### src/rtl/axi4_lite_arbiter.sv
// Two-client (I-cache / D-cache) arbiter sharing one AXI4-Lite master port.
// Round-robin grant, latched request, one-cycle response, and a watchdog that faults hung transactions.
module axi4_lite_arbiter #(
   parameter int AXI_ADDR_WIDTH = 64,
   parameter int AXI_DATA_WIDTH = 32,
   parameter int TIMEOUT_CYCLES = 1024
) (
   input  logic                      clk_i,
   input  logic                      rst_ni,
   input  logic [AXI_ADDR_WIDTH-1:0] i_addr_i,
   input  logic                      i_start_read_i,
   output logic [AXI_DATA_WIDTH-1:0] i_data_o,
   output logic                      i_done_o,
   output logic                      i_read_fault_o,
   input  logic [AXI_ADDR_WIDTH-1:0] d_addr_i,
   input  logic [AXI_DATA_WIDTH-1:0] d_data_i,
   input  logic                      d_start_read_i,
   input  logic                      d_start_write_i,
   output logic [AXI_DATA_WIDTH-1:0] d_data_o,
   output logic                      d_done_o,
   output logic                      d_read_fault_o,
   output logic                      d_write_fault_o,
   output logic [AXI_ADDR_WIDTH-1:0] m_addr_o,
   output logic [AXI_DATA_WIDTH-1:0] m_data_o,
   output logic                      m_start_read_o,
   output logic                      m_start_write_o,
   input  logic [AXI_DATA_WIDTH-1:0] m_data_i,
   input  logic                      m_done_i,
   input  logic                      m_read_fault_i,
   input  logic                      m_write_fault_i,
   output logic                      busy_o,
   output logic                      grant_d_o
);

   // Counter only needs to reach TIMEOUT_CYCLES-1: the timeout fires on the last allowed BUSY cycle.
   localparam int WD_W = (TIMEOUT_CYCLES > 1) ? $clog2(TIMEOUT_CYCLES) : 1;

   typedef enum logic [1:0] {IDLE, BUSY, RESP} state_t;

   state_t          state, state_nxt;
   logic            last_grant;
   logic            op_write;
   logic [WD_W-1:0] wdog;
   logic            req_i, req_d, pick_d, pick_w, finish, timeout;

   always_comb begin
      req_i   = i_start_read_i;
      req_d   = d_start_read_i | d_start_write_i;
      // On a tie the client that did not own the last transaction wins.
      pick_d  = req_d & (~req_i | ~last_grant);
      pick_w  = pick_d & d_start_write_i;
      timeout = (TIMEOUT_CYCLES != 0) && (wdog == WD_W'(TIMEOUT_CYCLES - 1));
      finish  = m_done_i | timeout;
   end

   always_comb begin
      state_nxt = state;
      case (state)
         IDLE:    if (req_i | req_d) state_nxt = BUSY;
         BUSY:    if (finish) state_nxt = RESP;
         RESP:    state_nxt = IDLE;
         default: state_nxt = IDLE;
      endcase
   end

   always_ff @(posedge clk_i) begin
      if (!rst_ni) state <= IDLE;
      else         state <= state_nxt;
   end

   assign busy_o = (state != IDLE);

   always_ff @(posedge clk_i) begin
      if (!rst_ni) begin
         last_grant      <= 1'b1;
         op_write        <= 1'b0;
         wdog            <= '0;
         grant_d_o       <= 1'b0;
         m_addr_o        <= '0;
         m_data_o        <= '0;
         m_start_read_o  <= 1'b0;
         m_start_write_o <= 1'b0;
         i_data_o        <= '0;
         i_done_o        <= 1'b0;
         i_read_fault_o  <= 1'b0;
         d_data_o        <= '0;
         d_done_o        <= 1'b0;
         d_read_fault_o  <= 1'b0;
         d_write_fault_o <= 1'b0;
      end else begin
         case (state)
            IDLE: begin
               if (req_i | req_d) begin
                  grant_d_o       <= pick_d;
                  op_write        <= pick_w;
                  m_addr_o        <= pick_d ? d_addr_i : i_addr_i;
                  m_data_o        <= pick_w ? d_data_i : '0;
                  m_start_read_o  <= ~pick_w;
                  m_start_write_o <= pick_w;
                  wdog            <= '0;
               end
            end
            BUSY: begin
               if (finish) begin
                  m_start_read_o  <= 1'b0;
                  m_start_write_o <= 1'b0;
                  wdog            <= '0;
                  // A real completion beats a simultaneous timeout.
                  if (grant_d_o) begin
                     d_done_o        <= 1'b1;
                     d_data_o        <= (m_done_i && !op_write) ? m_data_i : '0;
                     d_read_fault_o  <= ~op_write & (m_done_i ? m_read_fault_i : 1'b1);
                     d_write_fault_o <= op_write & (m_done_i ? m_write_fault_i : 1'b1);
                  end else begin
                     i_done_o        <= 1'b1;
                     i_data_o        <= m_done_i ? m_data_i : '0;
                     i_read_fault_o  <= m_done_i ? m_read_fault_i : 1'b1;
                  end
               end else begin
                  wdog <= wdog + 1'b1;
               end
            end
            RESP: begin
               i_done_o        <= 1'b0;
               i_read_fault_o  <= 1'b0;
               d_done_o        <= 1'b0;
               d_read_fault_o  <= 1'b0;
               d_write_fault_o <= 1'b0;
               last_grant      <= grant_d_o;
            end
            default: ;
         endcase
      end
   end

endmodule

### config.mk
export PLATFORM = sky130hd
export DESIGN_NAME = axi4_lite_arbiter
export DESIGN_NICKNAME = d
export VERILOG_FILES = /design/src/rtl/axi4_lite_arbiter.sv
export SDC_FILE = /design/constraint.sdc
export NUM_CORES = 1
export LEC_CHECK = 0
export CELL_PAD_IN_SITES_DETAIL_PLACEMENT = 1
export CELL_PAD_IN_SITES_GLOBAL_PLACEMENT = 2
export CORE_UTILIZATION = 22
export DETAILED_ROUTE_END_ITERATION = 8
export GPL_TIMING_DRIVEN = 0
export PLACE_DENSITY = 0.78
export SYNTH_ARGS = -nofsm -noshare
export SYNTH_HDL_FRONTEND = slang
export SYNTH_SLANG_ARGS = --single-unit
### constraint.sdc
create_clock -name clk_i -period 2.7 [get_ports clk_i]
set_clock_uncertainty 0.15 [all_clocks]
set_input_delay 0.54 -clock clk_i [delete_from_list [all_inputs] [get_ports clk_i]]
set_output_delay 0.54 -clock clk_i [all_outputs]
set_load 0.02 [all_outputs]
==> impl_results.md <==
- Most frequent cells in the layout: clkdlybuf4s50_1 (368), dfxtp_1 (182), a21oi_1 (108)
- VDD IR max: 355 µV
- Outcome: finished, final reports clean
- Root Driver: clkbuf_16
- GRT Util Overall: 19.3%
- Antenna violations before repair: 2
- Postcts setup bufs: 0
- Slew Viols, Final: 0
- RePlAce Congestion: 0.792
- Cells after Synth: 849
- Post-synth EDFFs: 0
- Register area share after synthesis: 49.5%
- Core box area: 32700 µm²
- Layout cells sized above 1: 5.60%
- Peak Freq: 395 MHz
- # IOs: 369
- Worst-margin pin slew: 929 ps
- WL/cell: 19.9 µm
- Rows: 66
- CP Capture Type: register
- Grt total ovfl: 0
- Fin crit share: 93.7%
- Worst Hold End: m_data_o[29]
- Clk pin slew, worst setup/hold paths: 70 ps
- Vias in the first global route: 8134
- Synthesized cell area: 7360 µm²
- First-pass GRT wire length: 49400 µm
- Initial Util: 22.5%
- Critical path cell sequence: clkdlybuf4s50_1 -> o21ai_0 -> buf_2 -> buf_2 -> mux2i_1 -> a211oi_1
- Final setup violation count: 0
- Drt total wl: 33600 µm
- Inst Count DP: 1659
- Crit Reg-Reg Startpoint: wdog[0]
- Max incr delay on CP: 480 ps
- Largest net degree at the start of global routing: 19
- Final HPWL DP: 26100 µm
- TritonCTS clock tree: done
- Synth top area cells: dfxtp_1 (49%), mux2i_1 (8.8%), a21oi_1 (7.3%), a211oi_1 (6.5%), o21ai_0 (4.8%)
- CP Max Fanout: 10
- CTS Hold Bufs: 0
- Data arrival, critical path: 2670 ps
- Final worst setup slack: 169 ps
- Setup WS pre-CTS: -305 ps
- Worst r2r path cells: 8
- Leakage power: 4.38 nW
- H-tree Lvls: 4
- Hold Fails Final Rpt: 0
- Die Height: 185 µm
- Min-Delay Startpoint: m_data_o[29]
- DRT iter0 DRCs: 355
- Unique cell type count in the Yosys netlist: 41
- Die width: 185 µm
- Area Overhead vs Synth: 65.2%
- Dominant cell type by area after synthesis: dfxtp_1
- Synth Flop Type: dfxtp_1
- Die Area: 34200 µm²
- Slew HR: 38.1%
- TritonCTS buffer count: 17
- Drc violations: 0
- Synth warnings: 0
- Syn avg cell area: 8.67 µm²
- Longest Clk Path Bufs: 2
- Crit path kind: in -> reg
- Setup crit start kind: primary input
- Via density: 4.66
- Max Cap Viol: 0
- Clk_lat worst skew: 430 ps
- Post-synth top area share: 49.5%
- Final ANT Viol Nets: 0
- #FFs+latches synth: 182
- Layout Cells excl Fill: 1693
- CP most frequent cell: buf_2
- Hold WC Path Type: reg -> reg
- # nets final: 1437
- Slowest stage cell on the critical path: clkdlybuf4s50_1
- Clock sinks: 182
- Cell area power density: 582 nW/µm²
- Fin crit period: 2530 ps
- Crit path required time: 2840 ps
- Ys async rst share: 0%
- # port buffers: 368
- DR vias: 7889
- Commonest non-fill, non-tap cell in the layout: clkdlybuf4s50_1
- Net Count, Synth: 1050
- Cts repair resizes: 0
- Crit Reg-Reg Endpoint: d_data_o[10]
- Hold Crit Depth: 2
- TritonRoute pass-1 iters: 4
- RSZ-0062 raised after global routing: false
- Reg2reg setup slack: 260 ps
## worst max path at each step
| stage | startpoint | to | slack [ps] | cells after the start |
|---|---|---|---|---|
| floorplan | m_done_i | wdog[3] | 780 | 5 |
| global placement | d_start_write_i | m_start_write_o | -250 | 7 |
| detailed placement | d_start_write_i | m_addr_o[57] | -300 | 6 |
| CTS | state[1] | busy_o | 120 | 2 |
| global route | d_start_write_i | m_data_o[27] | 3 | 7 |
| finish | d_start_write_i | m_addr_o[57] | 170 | 6 |
## cells in the mapped netlist (2+ instances only)
| master | n |
|---|---|
| nand2_1 | 81 |
| dfxtp_1 | 182 |
| or4_1 | 3 |
| and2_1 | 2 |
| mux2i_1 | 65 |
| nand3b_1 | 2 |
| or3_1 | 5 |
| inv_1 | 3 |
| nand3_1 | 37 |
| o21ai_0 | 71 |
| a21oi_1 | 108 |
| clkbuf_1 | 50 |
| nand4_1 | 35 |
| a31oi_1 | 8 |
| nor2_1 | 73 |
| buf_2 | 29 |
| o211ai_1 | 2 |
| nor3_1 | 5 |
| or2_2 | 2 |
| a22oi_1 | 2 |
| a211oi_1 | 64 |
## report_power, final
group	internal, mW	total, mW	switching (mW)
clock	1.23	2.48	1.25
combinational	0.760	1.65	0.890
sequential	2.86	2.95	0.0928
total	4.85	7.08	2.24
## final cells by class
type	count	area (µm²)
clock inverter	14	128
antenna	2	5.00
sequential	182	3640
buffer	82	349
timing repair buffer	368	3680
tap	442	553
multi-input combinational	581	3360
inverter	4	15.0
clock buffer	18	429
fill	3856	20500
## registers in the layout (all words and copies together) (netlist names), 2 cells and up
register	cells
d_data_o	32
wdog	10
state	2
m_addr_o	64
m_data_o	32
i_data_o	32
## stage by stage
stage	setup TNS (ps)	hold slack, ps	cell area, µm²	utilization, %	power (mW)
final	0	304	12200	37.2	7.08
after global routing	0	324	12200	37.2	7.41
after CTS	0	305	12200	37.2	7.19
after detailed placement	-22810	294	11600	35.5	4.68
after global placement	-18110	287	11600	35.5	4.66
after floorplan	0	303	7360	-	3.75
## per-layer routing
layer	part of all wire, %	vias to the layer above	track usage (%)	wire, µm
met4	3.2	0	7.67	1070
met5	0	-	0	0
li1	-	3822	-	-
met1	42	3794	23.1	14300
met3	5.7	48	4.72	1910
met2	49	225	33.0	16400
## critical path, delay by kind of cell
kind            cells  cell delay, ps
buf+inv             3            1270
mux                 1             450
compound gates      2             400
## logic make-up after synthesis
logic type | after synthesis | synth area share (%)
compound gates | 260 | 20.5
fa+ha+maj | 1 | 0.170
buf+inv | 86 | 4.94
flops | 182 | 49.5
mux | 65 | 8.84
simple gates | 255 | 16.0
No activity file was read; power rests on OpenSTA's default activity.
